### src/rtl/reg_file_mp.sv
// ============================================================================
// reg_file_mp : multi-read-port register file with write bypass and clear engine
// Revision    : 1.0
// ============================================================================
`default_nettype none

module reg_file_mp #(
  parameter int XLEN  = 32,
  parameter int NREGS = 32,
  parameter int NRD   = 2
) (
  input  logic                            clk,
  input  logic                            rst,
  input  logic                            WE3,
  input  logic [$clog2(NREGS)-1:0]        A3,
  input  logic [XLEN-1:0]                 WD3,
  input  logic [NRD*$clog2(NREGS)-1:0]    RA,
  output logic [NRD*XLEN-1:0]             RD,
  input  logic                            clr_req,
  output logic                            busy,
  output logic                            wr_drop
);

  localparam int AW = $clog2(NREGS);
  localparam logic [AW-1:0] CNT_LAST = AW'(NREGS - 1);
  localparam logic [AW-1:0] CNT_ONE  = AW'(1);

  localparam logic [0:0] ST_IDLE  = 1'b0;
  localparam logic [0:0] ST_CLEAR = 1'b1;

  logic [0:0]      state_q, state_d;
  logic [AW-1:0]   cnt_q, cnt_d;
  logic            wr_drop_q, wr_drop_d;
  logic [XLEN-1:0] regs_q [NREGS];
  logic [XLEN-1:0] regs_d [NREGS];

  logic wr_hit;
  logic wr_en;

  assign wr_hit = WE3 && (A3 != '0);
  assign wr_en  = wr_hit && !busy;

  // State register
  always_ff @(posedge clk or negedge rst) begin
    if (!rst) begin
      state_q <= ST_IDLE;
      cnt_q   <= '0;
    end else begin
      state_q <= state_d;
      cnt_q   <= cnt_d;
    end
  end

  // Next-state logic; clr_req is only looked at from IDLE
  always_comb begin
    state_d = state_q;
    cnt_d   = cnt_q;
    case (state_q)
      ST_IDLE: begin
        if (clr_req) begin
          state_d = ST_CLEAR;
          cnt_d   = CNT_ONE;
        end
      end
      ST_CLEAR: begin
        if (cnt_q == CNT_LAST) begin
          state_d = ST_IDLE;
          cnt_d   = '0;
        end else begin
          cnt_d = cnt_q + CNT_ONE;
        end
      end
      default: begin
        state_d = ST_IDLE;
        cnt_d   = '0;
      end
    endcase
  end

  // Output decode from registered state
  always_comb begin
    busy    = (state_q == ST_CLEAR);
    wr_drop = wr_drop_q;
  end

  // Storage; writes and clearing never coincide because writes need busy=0
  always_comb begin
    regs_d = regs_q;
    if (busy) begin
      regs_d[cnt_q] = '0;
    end
    if (wr_en) begin
      regs_d[A3] = WD3;
    end
    regs_d[0] = '0;
  end

  assign wr_drop_d = wr_hit && busy;

  always_ff @(posedge clk or negedge rst) begin
    if (!rst) begin
      for (int i = 0; i < NREGS; i++) begin
        regs_q[i] <= '0;
      end
      wr_drop_q <= 1'b0;
    end else begin
      regs_q    <= regs_d;
      wr_drop_q <= wr_drop_d;
    end
  end

  generate
    for (genvar p = 0; p < NRD; p++) begin : g_rd
      logic [AW-1:0] ra;
      assign ra = RA[p*AW +: AW];
      assign RD[p*XLEN +: XLEN] = (ra == '0)                ? '0  :
                                  (wr_en && (A3 == ra))     ? WD3 :
                                  regs_q[ra];
    end
  endgenerate

endmodule

`default_nettype wire
### config.mk
export PLATFORM = sky130hd
export DESIGN_NAME = reg_file_mp
export DESIGN_NICKNAME = d
export VERILOG_FILES = /design/src/rtl/reg_file_mp.sv
export SDC_FILE = /design/constraint.sdc
export NUM_CORES = 2
export LEC_CHECK = 0
export BUFFER_PORTS_ARGS = -buffer_cell sky130_fd_sc_hd__buf_2
export CAP_MARGIN = 20
export CELL_PAD_IN_SITES_DETAIL_PLACEMENT = 1
export CELL_PAD_IN_SITES_GLOBAL_PLACEMENT = 1
export CORE_UTILIZATION = 23
export CTS_CLUSTER_DIAMETER = 60
export DETAILED_ROUTE_END_ITERATION = 6
export PLACE_DENSITY = 0.46
export SETUP_SLACK_MARGIN = 0.2
export SLEW_MARGIN = 25
export SYNTH_ARGS = -nofsm -noshare
export SYNTH_HDL_FRONTEND = slang
export SYNTH_SLANG_ARGS = --single-unit
### constraint.sdc
create_clock -name clk -period 3.4 [get_ports clk]
set_clock_uncertainty 0.2 [all_clocks]
set_input_delay 0.51 -clock clk [delete_from_list [all_inputs] [get_ports clk]]
set_output_delay 0.51 -clock clk [all_outputs]
set_load 0.05 [all_outputs]
* Word-level counts from Yosys, hierarchy flattened *
Index checks and enable logic that the tools add are counted.

storage, ports and cells
  output and inout bits = 66
  input port bits = 51
  word-level logic and storage cells = 86
  flip-flop bits (word level) = 999

cells by class
  $lt $le $gt $ge = 6
  muxes and demuxes = 23
  add/sub/neg operators = 1
  reduce and logical (&&, ||, !) cells = 11
  equality and inequality tests = 4
  bitwise operators = 7

operators with widths
  cell                                                                   number
  992-bit by 1024-bit bitwise AND with 1024-bit output                   1
  1024-bit bitwise mux                                                   1
  1024-bit 2-to-1 mux                                                    1
  1024-bit NOT                                                           1
  992-bit 2-to-1 mux                                                     1
  32-bit binary-select mux with 5-bit select                             2
  32-bit demux with 5-bit select                                         2
  32-bit 2-to-1 mux                                                      10
  6-bit greater-or-equal comparator (second input constant)              4
  5-bit NOT with 6-bit output                                            4
  6-bit by 1-bit < comparator with 1-bit output (second input constant)  2
  5-bit == test                                                          2
  5-bit zero test                                                        2
  5-bit 2-to-1 mux                                                       2
  5-bit case mux with 2 select lines                                     1
  1-bit logical AND                                                      7
  5-bit by 1-bit adder with 5-bit output (second input constant)         1
  5-bit == test (second input constant)                                  1
  5-bit nonzero test                                                     1
  1-bit 2-to-1 mux                                                       2
  2-bit inequality test (second input constant)                          1
  1-bit case mux with 2 select lines                                     1
  1-bit zero test                                                        1
  1-bit NOT                                                              1

* Logic depth before layout (Yosys ltp) *
  depth after elaboration = 10
  depth in mapped cells = 9
  depth with buffers taken out = 6

* Worst setup path after synthesis *
OpenSTA, ideal clock, no wires.

  kind = input -> output
  start point = in A3[0]
  end point = out RD[54]
  arrival = 2,635 ps
  slack = 55 ps
  data required time = 2,690 ps
  path buffers = 4
  cell stages on the path = 9
  path through = buf_2 or2_1 buf_6 o41ai_4 or4_1 buf_2 buf_2 nor2_1 a31oi_1

between the ends
  longest elaborated chain between the ends = 6
  elaborated cells between the ends (all ways) = 7
  those cells by class = 1 x eq/ne; 2 x mux; 4 x reduce/logical

RTL lines
  what                 line  source
  start, declared      15    input logic [$clog2(NREGS)-1:0] A3,
  5-bit nonzero test   40    assign wr_hit = WE3 && (A3 != '0);
  1-bit logical AND    40
  1-bit logical AND    41    assign wr_en = wr_hit && !busy;
  1-bit logical AND *  117   (wr_en && (A3 == ra)) ? WD3 :
  32-bit 2-to-1 mux *  117
  32-bit 2-to-1 mux *  116   assign RD[p*XLEN +: XLEN] = (ra == '0) ? '0 :
  end, declared        18    output logic [NRD*XLEN-1:0] RD,

Mark *: on every way between the ends. The rest lies on a longest branch, timed or not.

* Worst setup path after layout *
  start point = reg regs_q[543] in the netlist's numbering
  end point = out RD[63]

between the ends
  longest elaborated chain between the ends = 5

RTL lines
  what                                                   line  source
  start, declared                                        34    logic [XLEN-1:0] regs_q [NREGS];
  start signal, assigned                                 107   regs_q <= regs_d;
  32-bit binary-select mux with 5-bit select             118   regs_q[ra];
  32-bit 2-to-1 mux (implied by the code) (2 in series)  118
  32-bit 2-to-1 mux                                      117
  32-bit 2-to-1 mux                                      116

No other way between the ends. The select of a mux whose other input is x is not followed.

==> results.md <==
* Ports at 117
* Final worst-path cycle share at 1.07
* Buffers on Ports at 116
* Crit end category: output pin
* Global-route wire length before repair at 421000 um
* Clk buf depth at 3
* Drt total wl at 297000 um
* Max-cap violation count at 0
* Yosys top cell area share at 0.441
* Synth Register Bits at 999
* Most used flip-flop cell after synthesis: dfrtp_1
* Largest cells by area after synthesis: dfrtp_1 44%, mux4_2 17%, nand2_1 14%
* CTS buffer count at 141
* Layout cells sized above 1 at 0.281
* Final worst slack at -0.254 ns
* Vias at 50000
* Gpl congestion at 0.856
* VDD IR max at 0.448 mV
* Clock slew at reported path FFs at 0.06 ns
* Setup Viol. Count Final at 43
* Fin. Hold Viols at 0
* Die Width at 499 um
* Final Slew Violations at 0
* Count of cell types in the netlist at 56
* H-tree levels at 4
* Row count at 181
* TritonRoute pass-1 iters at 5
* EDFF count, synth at 0
* Gr busiest metal: met2
* Initial Utilization at 0.232
* Synth Cell Area at 56700 sq um
* Clock insertion delay at the later pin of the skew report at 0.81 ns
* CTS sink cnt at 999
* Total GRT Usage at 0.237
* Worst setup SP type: flop
* Post-place setup slack at -0.695 ns
* Root buf cell: clkbuf_16
* Worst path required time at 2.69 ns
* Worst EP arrival at 2.94 ns
* Vias in the first global route at 53100
* Routed vias/inst at 5.21
* Final non-filler cell total at 9603
* Syn avg cell area at 9.38 sq um
* Met2 Usage GRT at 0.401
* Hold Slack at 0.0147 ns
* Lkg Pwr at 29.7 nW
* Pin count of the biggest net entering global routing at 103
* Outcome: finished with violations
* Slew headroom at 0.324
* GR Util met3 at 0.0294
* Largest area contributor in the netlist: dfrtp_1
* Ys Warns at 0
* Worst slew pin tran at 1.01 ns
* DP HPWL at 190000 um
* F_max at 274 MHz
* Register area share after synthesis at 0.441
* Routed length per instance at 30.9 um
* Number of DRC markers in iteration 0 at 3894
* Post-route minimum period at 3.65 ns
* Core Region at 244000 sq um
* Die area at 249000 sq um
* Pwr Density at 779 nW/um^2
* Final nets at 6337
* Remaining design rule violation count at 0
* Total negative setup slack at -3.04 ns
* Synth Instances at 6052
* Chip Height at 499 um
* RSZ-0062 raised after global routing: true
* Area delta synth->final at 29.3%
* Grt met1 use at 0.298
* CTS tree: built
* Placed Instances at 9238
* Initial antenna violation count at 18
* Failing checks: negative setup slack
* Worst Path Max Fanout at 2
* GRT overflow at 0
* Routed Antenna Nets at 0
* Worst setup path class: flop to output pin
* Async S/R FF share, synth at 1.00
* Syn_nets at 6108
* Hold Path Class: input pin to asynchronous set/reset pin
registers in the layout, summed over array words and instances (netlist names):
| register | cells |
|---|---|
| busy | 1 |
| cnt_q | 5 |
| regs_q | 992 |
| wr_drop | 1 |
through the flow:
| step | instance area [sq um] | total power [mW] | utilization |
|---|---|---|---|
| 3_3_place_gp | 65800 | 39.6 | 0.269 |
| 6_report | 73400 | 57.1 | 0.300 |
| 5_1_grt | 73400 | 59.9 | 0.300 |
| 4_1_cts | 72800 | 57.1 | 0.298 |
| 3_5_place_dp | 65800 | 40.4 | 0.269 |
| 2_1_floorplan | 56800 | 31.4 | - |
final timing paths:
kind	end	slack [ns]	cells after the start	start
max	RD[63]	-0.25	7	regs_q[543]
min	regs_q[120]	0.01	2	rst
max reg2reg	regs_q[840]	0.58	7	cnt_q[1]
min reg2reg	regs_q[861]	0.34	2	regs_q[861]
max in group asynchronous	regs_q[466]	1.85	4	rst
min in group clk	regs_q[383]	0.07	4	WD3[31]
critical path, stage by stage (launching register included):
cell and delay, ns:
dfrtp_1 0.41, mux4_2 0.51, mux2i_2 0.21, o32ai_2 0.13, a2111oi_4 0.39, a21oi_4 0.19
buf_12 0.16, buf_12 0.13
layer usage:
metal	share of wire	wire [um]
met1	0.42	123000
met2	0.49	144000
met3	0.045	13400
met4	0.054	16000
met5	0	0
power by group:
part	total [mW]	switching, mW	internal [mW]
clock network	15.5	6.18	9.31
registers	21.6	4.42	17.1
logic	20.1	10.5	9.59
kinds of logic after synthesis:
group | synth area share
XOR/XNOR | 0.00185
AND/OR/NAND/NOR | 0.171
multiplexers | 0.203
flip-flops | 0.441
buffers and inverters | 0.0477
AO/OA/AOI/OAI | 0.134
adder cells (fa/ha/maj) | 0.00110
layout by cell type (no fill, tap or decap), types with 31 or more instances in the layout:
master     instances
nand2_1         2063
o21ai_0         1024
dfrtp_1          996
mux4_2           419
buf_4            373
buf_12           216
clkbuf_16        154
mux2_2           148
nor2_1            88
a22oi_1           76
buf_6             49
nor3_1            41
buf_2             41
nor2b_1           33
o211ai_1          32
nand2_2           31
final cells by class:
type / instances / area (sq um)
multi-input combinational: 4407 / 30800
clock buffer: 207 / 4270
inverter: 8 / 30.0
timing repair buffer: 724 / 8670
sequential: 999 / 25000
clock inverter: 47 / 520
fill: 27300 / 171000
tap: 3202 / 4010
antenna: 9 / 22.5
synthesized netlist by cell type (3+ instances only):
library cell  instances
o221ai_1             30
nor2_1              119
buf_6                 6
inv_1                 8
a31oi_1               3
clkbuf_1            441
ha_1                  5
nand4_1               5
o22ai_1               3
mux2_2              157
or2_2                 4
o211ai_1             32
a221oi_1             35
clkbuf_2             13
a22oi_1              88
buf_1                41
nand2_1            2103
nand2b_1             11
o21ai_1              21
o21ai_0            1037
a211oi_2             28
nor2b_1              42
buf_2               117
mux4_2              419
xnor2_1              11
nor3_1               60
nor2_2                4
o32ai_1               4
and3_1               33
nor3_2               12
mux2i_1              33
a22o_1               31
buf_4                20
nand3_1              46
dfrtp_1             999
nand3b_1              4
what timing repair did:
action	CTS	global route
gates cloned	7	2
hold buffers	20	0
endpoints found under the hold margin	585	0
setup buffers	53	20
resized for setup	317	59
pin swaps	88	46
endpoints found under the setup margin	64	64
Note: power is estimated with default switching activity, not from simulation.
